<file path="src/rtl/instr_readout.sv">
// instr_readout: sweeps the instruction register read pointer over a
// contiguous address range, buffers each word with its source address in a
// small FIFO and streams the entries out on a valid/ready interface.
// Optional build macro: RESULT_CHECK_EN. When defined, each captured word's
// result field is checked against a value recomputed from opc/op_a/op_b
// and mismatches are counted. When undefined, mismatch_count is tied to 0.

package instr_readout_pkg;
  localparam int ADDR_W = 5;
  localparam int DATA_W = 8;
  localparam int RES_W  = 16;
  localparam int OPC_W  = 4;

  typedef logic [ADDR_W-1:0] address_t;

  typedef struct packed {
    logic [OPC_W-1:0]  opc;
    logic [DATA_W-1:0] op_a;
    logic [DATA_W-1:0] op_b;
    logic [RES_W-1:0]  result;
  } instruction_t;

  localparam logic [OPC_W-1:0] OPC_ZERO  = 4'd0;
  localparam logic [OPC_W-1:0] OPC_PASSA = 4'd1;
  localparam logic [OPC_W-1:0] OPC_PASSB = 4'd2;
  localparam logic [OPC_W-1:0] OPC_ADD   = 4'd3;
  localparam logic [OPC_W-1:0] OPC_SUB   = 4'd4;
  localparam logic [OPC_W-1:0] OPC_MULT  = 4'd5;
  localparam logic [OPC_W-1:0] OPC_DIV   = 4'd6;
  localparam logic [OPC_W-1:0] OPC_MOD   = 4'd7;
  localparam logic [OPC_W-1:0] OPC_POW   = 4'd8;
endpackage

module instr_readout
  import instr_readout_pkg::*;
#(
  parameter int FIFO_DEPTH = 4
) (
  input  logic         clk,
  input  logic         reset_n,
  input  logic         start,
  input  address_t     start_addr,
  input  logic [5:0]   count,
  input  logic         abort,
  output address_t     read_pointer,
  input  instruction_t instruction_word,
  output logic         out_valid,
  input  logic         out_ready,
  output instruction_t out_word,
  output address_t     out_index,
  output logic         busy,
  output logic         done,
  output logic [5:0]   words_read,
  output logic [5:0]   mismatch_count
);

  localparam int PTR_W = $clog2(FIFO_DEPTH);
  localparam int CNT_W = PTR_W + 1;
  localparam logic [CNT_W-1:0] FULL_CNT = CNT_W'(FIFO_DEPTH);

  typedef enum logic [1:0] {
    S_IDLE,
    S_READ,
    S_DRAIN
  } state_e;

  typedef struct packed {
    instruction_t word;
    address_t     addr;
  } entry_t;

  state_e           state_q, state_d;
  address_t         rd_ptr_q, rd_ptr_d;
  logic [5:0]       remaining_q, remaining_d;
  logic [5:0]       words_q, words_d;
  logic             done_q, done_d;
  logic [PTR_W-1:0] head_q, head_d;
  logic [PTR_W-1:0] tail_q, tail_d;
  logic [CNT_W-1:0] fcnt_q, fcnt_d;
  entry_t           mem_q [FIFO_DEPTH];

  logic fifo_empty;
  logic fifo_full;
  logic pop;
  logic push;
  logic start_go;
  logic start_zero;

  // A full FIFO can still accept a capture when the head leaves in the
  // same cycle; abort overrides both the capture and any start.
  assign fifo_empty = (fcnt_q == '0);
  assign fifo_full  = (fcnt_q == FULL_CNT);
  assign pop        = !fifo_empty && out_ready;
  assign push       = (state_q == S_READ) && !abort && (!fifo_full || pop);
  assign start_go   = (state_q == S_IDLE) && start && !abort && (count != 6'd0);
  assign start_zero = (state_q == S_IDLE) && start && !abort && (count == 6'd0);

  // Command sequencing: latch the range on start, advance per capture.
  always_comb begin
    state_d     = state_q;
    rd_ptr_d    = rd_ptr_q;
    remaining_d = remaining_q;
    words_d     = words_q;
    case (state_q)
      S_IDLE: begin
        if (start_go) begin
          state_d     = S_READ;
          rd_ptr_d    = start_addr;
          remaining_d = count;
          words_d     = '0;
        end
      end
      S_READ: begin
        if (push) begin
          rd_ptr_d    = rd_ptr_q + 1'b1;
          remaining_d = remaining_q - 6'd1;
          words_d     = words_q + 6'd1;
          if (remaining_q == 6'd1) begin
            state_d = S_DRAIN;
          end
        end
      end
      S_DRAIN: begin
        if (fifo_empty) begin
          state_d = S_IDLE;
        end
      end
      default: state_d = S_IDLE;
    endcase
    if (abort) begin
      state_d = S_IDLE;
    end
  end

  // FIFO pointer/occupancy update; abort empties the FIFO outright.
  always_comb begin
    head_d = head_q;
    tail_d = tail_q;
    fcnt_d = fcnt_q;
    if (abort) begin
      head_d = '0;
      tail_d = '0;
      fcnt_d = '0;
    end else begin
      if (push) begin
        tail_d = tail_q + 1'b1;
      end
      if (pop) begin
        head_d = head_q + 1'b1;
      end
      case ({push, pop})
        2'b10:   fcnt_d = fcnt_q + 1'b1;
        2'b01:   fcnt_d = fcnt_q - 1'b1;
        default: fcnt_d = fcnt_q;
      endcase
    end
  end

  // done is registered so it lands in the cycle the drained FIFO is empty,
  // or the cycle after a zero-length start.
  assign done_d = ((state_d == S_DRAIN) && (fcnt_d == '0)) || start_zero;

  // Control state registers.
  always_ff @(posedge clk or negedge reset_n) begin
    if (!reset_n) begin
      state_q     <= S_IDLE;
      rd_ptr_q    <= '0;
      remaining_q <= '0;
      words_q     <= '0;
      done_q      <= 1'b0;
      head_q      <= '0;
      tail_q      <= '0;
      fcnt_q      <= '0;
    end else begin
      state_q     <= state_d;
      rd_ptr_q    <= rd_ptr_d;
      remaining_q <= remaining_d;
      words_q     <= words_d;
      done_q      <= done_d;
      head_q      <= head_d;
      tail_q      <= tail_d;
      fcnt_q      <= fcnt_d;
    end
  end

  // FIFO storage holds data only, so it carries no reset.
  always_ff @(posedge clk) begin
    if (push) begin
      mem_q[tail_q] <= {instruction_word, rd_ptr_q};
    end
  end

  // Head fields read as zero while empty so they are defined out of reset.
  assign out_valid    = !fifo_empty;
  assign out_word     = fifo_empty ? '0 : mem_q[head_q].word;
  assign out_index    = fifo_empty ? '0 : mem_q[head_q].addr;
  assign read_pointer = rd_ptr_q;
  assign busy         = (state_q != S_IDLE);
  assign done         = done_q;
  assign words_read   = words_q;

`ifdef RESULT_CHECK_EN
  // Exponentiation by squaring; wraps modulo 2**RES_W like the result field.
  function automatic logic [RES_W-1:0] pow_wrap(input logic [DATA_W-1:0] base,
                                                input logic [DATA_W-1:0] expo);
    logic [RES_W-1:0] acc;
    logic [RES_W-1:0] sq;
    acc = RES_W'(1);
    sq  = RES_W'(base);
    for (int i = 0; i < DATA_W; i++) begin
      if (expo[i]) begin
        acc = acc * sq;
      end
      sq = sq * sq;
    end
    return acc;
  endfunction

  function automatic logic check_applies(input logic [OPC_W-1:0] opc);
    return (opc <= OPC_POW);
  endfunction

  function automatic logic [RES_W-1:0] expected_result(input instruction_t w);
    logic [RES_W-1:0] a;
    logic [RES_W-1:0] b;
    logic [RES_W-1:0] r;
    a = RES_W'(w.op_a);
    b = RES_W'(w.op_b);
    case (w.opc)
      OPC_ZERO:  r = '0;
      OPC_PASSA: r = a;
      OPC_PASSB: r = b;
      OPC_ADD:   r = a + b;
      OPC_SUB:   r = a - b;
      OPC_MULT:  r = a * b;
      OPC_DIV:   r = (b == '0) ? '0 : a / b;
      OPC_MOD:   r = (b == '0) ? '0 : a % b;
      OPC_POW:   r = pow_wrap(w.op_a, w.op_b);
      default:   r = '0;
    endcase
    return r;
  endfunction

  function automatic logic [5:0] sat_inc6(input logic [5:0] v);
    return (v == 6'd63) ? v : v + 6'd1;
  endfunction

  logic [5:0] mism_q, mism_d;

  // Count captured words whose stored result disagrees with the recomputed one.
  always_comb begin
    mism_d = mism_q;
    if (start_go) begin
      mism_d = '0;
    end else if (push && check_applies(instruction_word.opc) &&
                 (instruction_word.result != expected_result(instruction_word))) begin
      mism_d = sat_inc6(mism_q);
    end
  end

  // Mismatch counter register.
  always_ff @(posedge clk or negedge reset_n) begin
    if (!reset_n) begin
      mism_q <= '0;
    end else begin
      mism_q <= mism_d;
    end
  end

  assign mismatch_count = mism_q;
`else
  assign mismatch_count = '0;
`endif

endmodule

</file>
<file path="config.mk">
export PLATFORM = sky130hd
export DESIGN_NAME = instr_readout
export DESIGN_NICKNAME = d
export VERILOG_FILES = /design/src/rtl/instr_readout.sv
export SDC_FILE = /design/constraint.sdc
export NUM_CORES = 1
export LEC_CHECK = 0
export CAP_MARGIN = 20
export CORE_MARGIN = 1.5
export CORE_UTILIZATION = 50
export DETAILED_ROUTE_END_ITERATION = 7
export GPL_ROUTABILITY_DRIVEN = 1
export PLACE_DENSITY = 0.71
export SETUP_SLACK_MARGIN = 0.2
export SLEW_MARGIN = 5
export SYNTH_ARGS = -nofsm -noshare
export SYNTH_HDL_FRONTEND = slang
export SYNTH_SLANG_ARGS = --single-unit
</file>
<file path="constraint.sdc">
create_clock -name clk -period 6.7 [get_ports clk]
set_clock_uncertainty 0.2 [all_clocks]
set_input_delay 1.34 -clock clk [delete_from_list [all_inputs] [get_ports clk]]
set_output_delay 1.34 -clock clk [all_outputs]
set_load 0.005 [all_outputs]
</file>
### Word-level counts from Yosys, hierarchy flattened

Memories as Yosys holds them, arrays and structs flattened.
Cells that the tools add are included.

| operators by class | value |
|---|---|
| add/subtract/negate cells | 7 |
| eq/ne operators | 9 |
| multiplexer cells | 25 |
| reduce and logical (&&, ||, !) cells | 23 |

Operators with widths:

| cell | number |
|---|---|
| 2-to-1 mux 36 bit | 1 |
| 2-to-1 mux 6 bit | 4 |
| case mux 6 bit (2 select lines) | 2 |
| 2-to-1 mux 2 bit | 9 |
| 2-to-1 mux 5 bit | 3 |
| case mux 5 bit (2 select lines) | 1 |
| logical AND 1 bit | 8 |
| nonzero test 2 bit | 4 |
| adder 6 x 1 -> 6 bit (second input constant) | 1 |
| equality test 2 bit (second input constant) | 3 |
| equality test 6 x 1 -> 1 bit (second input constant) | 1 |
| logical NOT 3 bit | 2 |
| logical NOT 6 bit | 1 |
| case mux 2 bit (3 select lines) | 1 |
| case mux 3 bit (2 select lines) | 1 |
| nonzero test 6 bit | 1 |
| subtractor 6 x 1 -> 6 bit (second input constant) | 1 |
| adder 5 x 1 -> 5 bit (second input constant) | 1 |
| adder 2 x 1 -> 2 bit (second input constant) | 2 |
| equality test 2 x 1 -> 1 bit (second input constant) | 2 |
| != test 2 bit (second input constant) | 2 |
| adder 3 x 1 -> 3 bit (second input constant) | 1 |
| equality test 3 bit (second input constant) | 1 |
| logical NOT 1 bit | 3 |
| other kinds (6) | 8 |

| storage, ports and cells | value |
|---|---|
| bits in registers | 27 |
| memory bits (writable) | 164 |
| input bits | 52 |
| output and inout port bits | 61 |
| word-level logic and storage cells | 73 |
| memories kept | 1 |

Memory list:

| name | depth | width | rd ports | clocked after memory_dff | wr ports | line | source |
|---|---|---|---|---|---|---|---|
| mem_q | 4 | 41 | 1 | 0 | 1 | 80 | `entry_t mem_q [FIFO_DEPTH];` |

### Depth between registers and ports, before layout

Gate-level depths: netlist of run 1.

| logic depth | value |
|---|---|
| word-level depth | 11 |
| mapped depth | 10 |
| gate-level depth less buffers | 9 |

### Worst setup path before layout of run 1

No wires, ideal clock.

| timing path | value |
|---|---|
| kind | input to register |
| start point | input out_ready |
| end point | register done_q, in the netlist done |
| arrival | 3.434 ns |
| path slack | 2.984 ns |
| stages on the path | 10 |
| buffers on the path | 1 |
| path through | or4b_4 -> nor3b_4 -> inv_4 -> buf_6 -> ha_1 -> fa_1 -> mux2i_1 -> nor2_1 -> a2111o_1 -> o22ai_1 |

| on the way | value |
|---|---|
| cells in the longest elaborated chain, start to end | 9 |
| elaborated cells between the ends (all ways) | 14 |
| those cells by class | eq/ne (3); mux (5); reduce/logical (6) |

RTL lines:

| element | line | source |
|---|---|---|
| start, declared | 48 | `input logic out_ready,` |
| logical AND 1 bit * | 93 | `assign pop = !fifo_empty && out_ready;` |
| logical OR 1 bit | 94 | `assign push = (state_q == S_READ) && !abort && (!fifo_full \|\| pop);` |
| logical AND 1 bit | 94 |  |
| equality test 2 x 1 -> 1 bit / equality test 2 bit (equally long branches) | 151 | `case ({push, pop})` |
| case mux 3 bit (2 select lines) * | 151 |  |
| 2-to-1 mux 3 bit * | 140 | `if (abort) begin` |
| via fcnt_d[1] | 79 | `logic [CNT_W-1:0] fcnt_q, fcnt_d;` |
| logical NOT 3 bit * | 161 | `assign done_d = ((state_d == S_DRAIN) && (fcnt_d == '0)) \|\| start_zero;` |
| logical AND 1 bit * | 161 |  |
| logical OR 1 bit * | 161 |  |
| via done_d | 76 | `logic done_q, done_d;` |
| end signal, assigned | 179 | `done_q <= done_d;` |
| end, declared | 76 |  |

The timed path passes the listed nets; every way through them passes the cells marked *.
A chain may end at the register's enable or synchronous reset.

==> impl_metrics.csv, run 1 <==
group,metric,value,unit
status,outcome,"completed",
global_routing,grt_pass1_wl,22550,um
power,clkPwrFrac,0.307,
detailed_routing,dr.pass1.iters,4,
yosys,seq_area_frac_synth,0.7112,
clock_tree,ctsHoldBuffers,0,
global_routing,grt_max_degree,44,
power,irDropWorstVdd,0.2114,mV
hold_path,hp-class,"reg -> reg",
die,pin_count,113,
sta,fin_crit_sh,0.6272,
sta,tightest_slew,1.073,ns
yosys,synth_top_family_by_area,"multiplexers",
clock_tree,clockBufferDepth,2,
layout,seq_area,5605,sq um
worst_setup_path,r2r_slack,3.50,ns
layout,n_fill_cell,1089,
clock_tree,clk_pin_slew,0.07,ns
global_routing,gr-usage-all-layers,0.1852,
worst_setup_path,path_max_fanout,43,
sta,slew_headroom,0.2849,
clock_tree,post_cts_resized,0,
die,row_count,45,
layout,n_antenna_cell,0,
clock_tree,htreeDepth,4,
run,drv_cap,0,
global_routing,grt-ovfl-total,0,
yosys,synth_area,7875,sq um
sta,setup_viol,0,
yosys,synth_top_cell_by_area,"edfxtp_1",
clock_tree,ctsRootBufferMaster,"clkbuf_16",
sta,finalHoldViolCount,0,
yosys,ys_warn_count,0,
power,p_sw,0.8228,mW
yosys,synth_compound_area_frac,0.03861,
layout,multi_input_area,2100,sq um
worst_setup_path,cpPeakStageDelay,0.98,ns
placed_design,dpl_cell_area,9070,sq um
sta,finalSetupTns,0,ns
power,power.leakage,3.259,nW
die,initial_core_util,0.5142,
die,core_area,15310,sq um
yosys,synth_simple_gate_area_share,0.08103,
power,seq_power_share,0.462,
sta,clock.fmax,0.2380,GHz
yosys,postSynthAreaPerCell,18.15,sq um
die,die_width,128.5,um
layout,nNetsFinal,602,
power,intPower,2.466,mW
worst_setup_path,critical_path_arrival,2.66,ns
detailed_routing,route.detailed.drc,0,
worst_setup_path,end_kind,"output pin",
yosys,yosys_most_used_dff,"edfxtp_1",
sta,holdWs,0.3552,ns
detailed_routing,ant_nets,0,
detailed_routing,dr.first_iter.drc_count,335,
layout,syn_to_final_growth,23.90,%
yosys,synth_xor_xnor_area_share,0.005561,
clock_tree,clk_latency,0.42,ns
worst_setup_path,startpoint_type,"register",
sta,period_needed,4.202,ns
yosys,synth_common_cells,"edfxtp_1 (164), and2_1 (46), mux4_2 (41)",
power,finalPower,3.289,mW
placed_design,dpl.hpwl,8490,um
layout,drive_gt1_frac,0.1646,
yosys,synthTopCellsByArea,"edfxtp_1 (63%), mux4_2 (12%), dfrtp_1 (8.6%)",
detailed_routing,via_per_inst,5.410,
yosys,synth.most_common_cell,"edfxtp_1",
placed_design,io_buffers,106,
yosys,synthCells,434,
global_routing,antenna_found_initial,0,
sta,rsz0062_at_grt,"no",
power,p_sw_frac,0.2502,
power,pwr-share-comb,0.231,
worst_setup_path,cp.required,5.16,ns
placed_design,gp_congestion,0.8338,
detailed_routing,vias,4133,
clock_tree,cts_setup_buffers,0,
clock_tree,cts_tree,"yes",
sta,final_max_slew_viol_count,0,
clock_tree,cts_buffers,17,
yosys,ys_types,50,
detailed_routing,postRouteWirelength,14230,um
detailed_routing,wl_per_cell,18.63,um
worst_setup_path,critPathSlowestCell,"dfrtp_4",
global_routing,grt_pass1_vias,4224,
yosys,ys_seq_elements,191,
yosys,synth_edf_count,164,
yosys,async_reset_ff_frac,0.1414,
worst_setup_path,path_class,"reg -> out",
yosys,synth_top_cell_area_share,0.6254,
worst_setup_path,cp_cell_sequence,"mux4_2 -> and2_1 -> clkdlybuf4s50_1",
die,fp.dieArea,16510,sq um
power,cellPowerDensity,337.1,nW/um^2
clock_tree,cts_sinks,191,
layout,fin_area,9757,sq um
yosys,synth_fa_ha_area_frac,0.01684,
yosys,synthMuxAreaShare,0.1211,
layout,utilization,0.6371,
die,dieHeight,128.5,um
[power by group through the flow]
| stage | clock network, mW | logic [mW] | registers (mW) |
|---|---|---|---|
| 5_1_grt | 1.08 | 0.826 | 1.54 |
| 4_1_cts | 1.03 | 0.766 | 1.53 |
| 6_report | 1.01 | 0.759 | 1.52 |
| 2_1_floorplan | 0 | 0.479 | 1.45 |
| 3_5_place_dp | 0 | 0.765 | 1.55 |
| 3_3_place_gp | 0 | 0.756 | 1.55 |
[worst paths after layout]
kind,startpoint,endpoint,cells past startpoint
worst max-delay path,head_q[0],out_word[31],3
worst min-delay path,remaining_q[5],remaining_q[5],1
worst max register to register,state_q[1],done,9
worst min register to register,remaining_q[5],remaining_q[5],1
max in group asynchronous,reset_n,head_q[0],2
min in group asynchronous,reset_n,words_read[3],2
[layout make-up]
| type | instances | area share |
|---|---|---|
| Multi-Input combinational cell | 212 | 0.2152 |
| Clock buffer | 20 | 0.04681 |
| Clock inverter | 12 | 0.01462 |
| Timing Repair Buffer | 112 | 0.1193 |
| Sequential cell | 191 | 0.5745 |
| Tap cell | 211 | 0.02706 |
| Inverter | 6 | 0.002565 |
[flip-flops by register name (all words and copies together), names as in the netlist]
name / flops
done: 1
head_q: 2
remaining_q: 6
fcnt_q: 3
mem_q: 164
read_pointer: 5
tail_q: 2
words_read: 6
state_q: 2
[kinds of logic (layout without fill, tap and decap cells)]
| group | count (synthesis) | in the layout |
|---|---|---|
| flip-flops | 191 | 191 |
| other | 1 | 6 |
| multiplexers | 44 | 44 |
| XOR/XNOR | 5 | 5 |
| AND/OR/NAND/NOR | 104 | 104 |
| adder cells (fa/ha/maj) | 10 | 10 |
| AO/OA/AOI/OAI | 43 | 43 |
| buffers and inverters | 36 | 150 |
[through the flow]
step | std cells | worst slack, ns
finish | 764 | 2.498
CTS | 760 | 2.391
global route | 764 | 2.294
floorplan | 439 | 2.984
global placement | 728 | 2.263
detailed placement | 728 | 2.143
[cell usage in the layout, fill, tap and decap left out, types with 8 or more instances in the layout]
master           instances
nand2_1                 13
clkdlybuf4s50_1        106
and2_1                  42
ha_1                     9
mux4_2                  41
dfrtp_1                 25
edfxtp_1               164
clkbuf_16               17
a21oi_1                 11
nor2_1                  11
nand3_1                  8
[per-layer routing]
layer	part of all wire	GRT usage	vias up
li1	-	-	1903
met1	0.43	0.2467	2089
met2	0.50	0.3080	127
met3	0.054	0.04116	14
met4	0.014	0.05948	0
met5	0	0	-
[critical path: cells and delay by family, from the launching register on]
kind,cells,cell delay (ns)
flip-flops,1,0.98
AND/OR/NAND/NOR,1,0.19
buffers and inverters,1,0.45
multiplexers,1,0.59
Power figures use the tool's default switching activity.
==> run 2, diff against run 1 <==
Settings changed: CORE_UTILIZATION 50 to 49, PLACE_DENSITY 0.71 to 0.73.
Clock period 6.7 ns to 3.8 ns, I/O delays scaled along.
==> run 2 against run 1 <==
Compared with the run above: power is 76% higher; highest routed layer unchanged; largest power group unchanged; worst setup slack worse by 2.1 ns; register-to-register slack lost 2.6 ns; first-iteration DRC count is 27% higher.
==> impl_metrics.csv, run 2 (synthesized netlist as in run 1, its figures left out) <==
group,metric,value,unit
status,outcome,"completed",
sta,tightest_slew,0.8742,ns
worst_setup_path,path_max_fanout,11,
clock_tree,clk_latency,0.42,ns
clock_tree,cts_setup_buffers,0,
hold_path,hp-class,"reg -> reg",
clock_tree,post_cts_resized,0,
clock_tree,ctsRootBufferMaster,"clkbuf_16",
hold_path,hp-start,"words_read[5]",
power,finalPower,5.801,mW
detailed_routing,vias,4232,
clock_tree,cts_sinks,191,
detailed_routing,ant_nets,0,
global_routing,met2_usage,0.3184,
power,pwr-share-comb,0.259,
sta,setup_viol,0,
layout,mostFrequentLayoutCell,"edfxtp_1",
global_routing,grt_pass1_wl,23550,um
clock_tree,htreeDepth,4,
worst_setup_path,cp.required,2.84,ns
placed_design,io_buffers,106,
sta,fin_crit_sh,0.8907,
global_routing,grt_max_degree,37,
power,irDropWorstVdd,0.3450,mV
global_routing,gr-usage-all-layers,0.1908,
placed_design,gp_congestion,0.7523,
placed_design,dpl_cell_area,9234,sq um
power,power.leakage,3.318,nW
die,initial_core_util,0.4994,
global_routing,grt_pass1_vias,4360,
layout,largest_reg_flops,164,
clock_tree,cts_tree,"yes",
sta,clock.fmax,0.2954,GHz
sta,rsz0062_at_grt,"no",
power,p_sw,1.476,mW
die,core_area,15770,sq um
sta,worst_slack,0.4152,ns
die,die_width,129.8,um
power,cellPowerDensity,590.1,nW/um^2
worst_setup_path,end_kind,"output pin",
layout,largest-register,"mem_q",
sta,slew_headroom,0.4154,
worst_setup_path,critPathLaunch,"head_q[0]",
sta,period_needed,3.385,ns
worst_setup_path,startpoint_type,"register",
clock_tree,clk_pin_slew,0.07,ns
die,pin_count,113,
worst_setup_path,path_class,"reg -> out",
layout,drive_gt1_frac,0.1818,
die,fp.dieArea,16840,sq um
power,clkPwrFrac,0.295,
layout,syn_to_final_growth,24.83,%
layout,nNetsFinal,610,
sta,finalSetupTns,0,ns
detailed_routing,dr.pass1.iters,5,
power,intPower,4.325,mW
die,row_count,46,
sta,finalHoldViolCount,0,
detailed_routing,route.detailed.drc,0,
placed_design,dpl.hpwl,9605,um
clock_tree,cts_buffers,17,
placed_design,placed_cells,744,
power,seq_power_share,0.446,
sta,holdWs,0.3584,ns
detailed_routing,postRouteWirelength,14930,um
placed_design,dp_worst_setup_slack,0.2249,ns
worst_setup_path,critical_path_arrival,2.42,ns
worst_setup_path,r2r_start,"fcnt_q[1]",
global_routing,antenna_found_initial,0,
layout,fin_area,9831,sq um
layout,layout_common_cells,"edfxtp_1 (164), clkdlybuf4s50_1 (106), and2_1 (42)",
global_routing,gr-usage-met1,0.2508,
detailed_routing,dr.first_iter.drc_count,425,
clock_tree,clockBufferDepth,2,
global_routing,grtUsageMet3,0.05125,
die,dieHeight,129.8,um
sta,final_max_slew_viol_count,0,
layout,n_antenna_cell,0,
detailed_routing,wl_per_cell,19.22,um
run,drv_cap,0,
detailed_routing,via_per_inst,5.447,
layout,n_fill_cell,1162,
global_routing,busiest_layer,"met2",
global_routing,grt-ovfl-total,0,
clock_tree,ctsHoldBuffers,0,
layout,fin_cells,777,
power,p_sw_frac,0.2545,
layout,utilization,0.6234,
==> run 2: cell count changes in the layout (fill, tap and decap cells not counted), moves of 3 or more <==
cell        previous run  this run
buf_12                 3         6
clkinvlp_4             3         0
clkbuf_16             17        20
clkinv_2               2         7
bufinv_16              3         0
buf_4                  2         7
clkinv_1               3         0
==> run 2: layout make-up <==
type                    count  area [sq um]  area share
flip-flops and latches    191          5605      0.5702
multi-input cells         212          2100      0.2136
repair buffers            120          1249      0.1270
clock buffers              23         531.8     0.05409
well taps                 216         270.3     0.02749
clock inverters             9         50.05    0.005091
inverters                   6         25.02    0.002546
==> run 2: final timing paths <==
| path | cells after the start | end | slack (ns) |
|---|---|---|---|
| setup / recovery | 4 | out_word[28] | 0.42 |
| hold / removal | 2 | words_read[5] | 0.36 |
| setup reg to reg | 9 | done | 0.95 |
| hold reg to reg | 2 | words_read[5] | 0.36 |
| max in group asynchronous | 2 | read_pointer[2] | 2.09 |
| min in group asynchronous | 1 | remaining_q[2] | 0.63 |
==> run 2: routing by layer <==
metal	wire length, um	up-vias	share of wire
met5	0	-	0
met4	150	0	0.010
met3	857	15	0.057
met2	7578	130	0.51
met1	6347	2166	0.43
li1	-	1921	-
==> run 2: power by group through the flow <==
stage | clock [mW] | combinational [mW] | sequential, mW
3_3_place_gp | 0 | 1.46 | 2.65
2_1_floorplan | 0 | 0.845 | 2.56
6_report | 1.71 | 1.50 | 2.59
5_1_grt | 1.83 | 1.65 | 2.61
4_1_cts | 1.75 | 1.50 | 2.61
3_5_place_dp | 0 | 1.49 | 2.66
==> run 2: critical path: stages, from the launching register on <==
cell	delay [ns]
dfrtp_4	0.58
buf_4	0.28
mux4_2	0.53
and2_1	0.17
clkdlybuf4s50_1	0.44
==> run 3, diff against run 2 <==
Settings changed: CORE_MARGIN 1.5 to 1, CORE_UTILIZATION 49 to 30, PLACE_DENSITY 0.73 to 0.48.
==> run 3 against run 2 <==
Compared with the run above: cell area is 1.6% higher; sequential power about the same; largest cell class unchanged; critical path depth unchanged; wire length grew 11%; highest routed layer is now met5; first-iteration DRC count is 46% lower; largest power group unchanged.
==> impl_metrics.csv, run 3 (synthesized netlist as in run 1, its figures left out) <==
group,metric,value,unit
global_routing,grt-ovfl-total,0,
worst_setup_path,rr_endpoint,"done",
global_routing,busiest_layer,"met2",
die,pin_count,113,
layout,n_fill_cell,2317,
worst_setup_path,critical_path_arrival,2.42,ns
detailed_routing,postRouteWirelength,16620,um
sta,finalHoldViolCount,0,
detailed_routing,vias,4229,
clock_tree,clk_latency,0.43,ns
sta,period_needed,3.377,ns
status,outcome,"completed",
detailed_routing,route.detailed.drc,0,
detailed_routing,dr.first_iter.drc_count,229,
layout,syn_to_final_growth,26.82,%
detailed_routing,ant_nets,0,
sta,rsz0062_at_grt,"no",
global_routing,grt_pass1_wl,25860,um
layout,nNetsFinal,610,
sta,setup_viol,0,
power,cellPowerDensity,592.1,nW/um^2
placed_design,gp_congestion,0.7797,
die,fp.dieArea,26900,sq um
hold_path,whs_path_depth,1,
global_routing,gr-usage-all-layers,0.1315,
die,row_count,58,
die,die_width,164.0,um
worst_setup_path,end_kind,"output pin",
layout,utilization,0.3921,
layout,largest_reg_flops,164,
power,intPower,4.280,mW
global_routing,gr-usage-met1,0.1696,
global_routing,met2_usage,0.2176,
clock_tree,cts_setup_buffers,0,
power,p_sw_frac,0.2762,
layout,layout_common_cells,"edfxtp_1 (164), clkdlybuf4s50_1 (106), and2_1 (42)",
sta,finalSetupTns,0,ns
clock_tree,clockBufferDepth,2,
die,core_area,25470,sq um
worst_setup_path,path_class,"reg -> out",
detailed_routing,wl_per_cell,18.65,um
power,pwr-share-comb,0.259,
clock_tree,cts_sinks,191,
clock_tree,cts_tree,"yes",
worst_setup_path,r2r_start,"fcnt_q[1]",
layout,mostFrequentLayoutCell,"edfxtp_1",
run,drv_cap,0,
global_routing,grt_max_degree,43,
hold_path,hold_end,"remaining_q[5]",
clock_tree,ctsHoldBuffers,0,
worst_setup_path,cp.required,2.84,ns
clock_tree,cts_buffers,17,
layout,largest-register,"mem_q",
die,initial_core_util,0.3092,
global_routing,grtUsageMet3,0.03535,
detailed_routing,via_per_inst,4.746,
power,p_sw,1.633,mW
worst_setup_path,r2r_slack,0.92,ns
worst_setup_path,rr_worst_depth,9,
die,dieHeight,164.0,um
hold_path,hp-start,"remaining_q[5]",
power,irDropWorstVdd,0.2462,mV
sta,fin_crit_sh,0.8887,
power,power.leakage,3.312,nW
clock_tree,post_cts_resized,0,
sta,clock.fmax,0.2961,GHz
detailed_routing,dr.pass1.iters,4,
hold_path,hp-class,"reg -> reg",
power,seq_power_share,0.436,
global_routing,antenna_found_initial,1,
placed_design,dpl.hpwl,10100,um
worst_setup_path,path_max_fanout,42,
clock_tree,clk_pin_slew,0.07,ns
sta,slew_headroom,0.5532,
layout,drive_gt1_frac,0.1854,
power,clkPwrFrac,0.305,
global_routing,grt_pass1_vias,4554,
sta,tightest_slew,0.6688,ns
placed_design,io_buffers,106,
layout,n_antenna_cell,0,
sta,final_max_slew_viol_count,0,
clock_tree,htreeDepth,4,
worst_setup_path,startpoint_type,"register",
clock_tree,ctsRootBufferMaster,"clkbuf_16",
-- run 3: worst max-delay path, stage by stage (launching register included) --
cell,delay [ns]
dfrtp_1,0.43
or3_2,0.52
buf_4,0.31
and2_1,0.20
clkdlybuf4s50_1,0.52
-- run 3: layout make-up --
cell class                 instances  area [sq um]  area share
clock buffer                      17         425.4     0.04260
clock inverter                    15         188.9     0.01892
inverter                           6         25.02    0.002506
multi-input combinational        212          2101      0.2103
sequential                       191          5605      0.5613
tap                              330         412.9     0.04134
timing repair buffer             120          1229      0.1230
-- run 3: per-layer routing --
layer  vias to the layer above  wire [um]
met5                         -         12
met4                         2        129
met3                        17        793
met2                       111       7983
met1                      2172       7699
li1                       1927          -
-- run 3: power by group through the flow --
stage / logic [mW] / registers, mW / clock network (mW)
2_1_floorplan: 0.845 / 2.56 / 0
3_3_place_gp: 1.57 / 2.62 / 0
3_5_place_dp: 1.57 / 2.62 / 0
4_1_cts: 1.58 / 2.58 / 1.86
5_1_grt: 1.68 / 2.60 / 1.94
6_report: 1.53 / 2.58 / 1.80
-- run 3: per-stage QoR --
| stage | setup WS, ns | hold WS [ns] | power (mW) | cells | cell area, sq um |
|---|---|---|---|---|---|
| floorplan | 0.6640 | 0.2644 | 3.409 | 439 | 7894 |
| global placement | 0.2585 | 0.3261 | 4.190 | 859 | 9373 |
| detailed placement | 0.1741 | 0.3304 | 4.196 | 859 | 9373 |
| CTS | 0.3627 | 0.3512 | 6.017 | 891 | 9987 |
| global route | 0.2725 | 0.3655 | 6.221 | 891 | 9987 |
| finish | 0.4229 | 0.3459 | 5.913 | 891 | 9987 |
-- run 3: how the worst max path moves through the flow --
stage | endpoint | depth (start not counted) | startpoint
6_report | out_index[4] | 4 | fcnt_q[1]
3_5_place_dp | done | 10 | out_ready
3_3_place_gp | done | 10 | out_ready
4_1_cts | out_word[23] | 4 | head_q[1]
2_1_floorplan | done | 10 | out_ready
5_1_grt | out_word[23] | 4 | head_q[1]
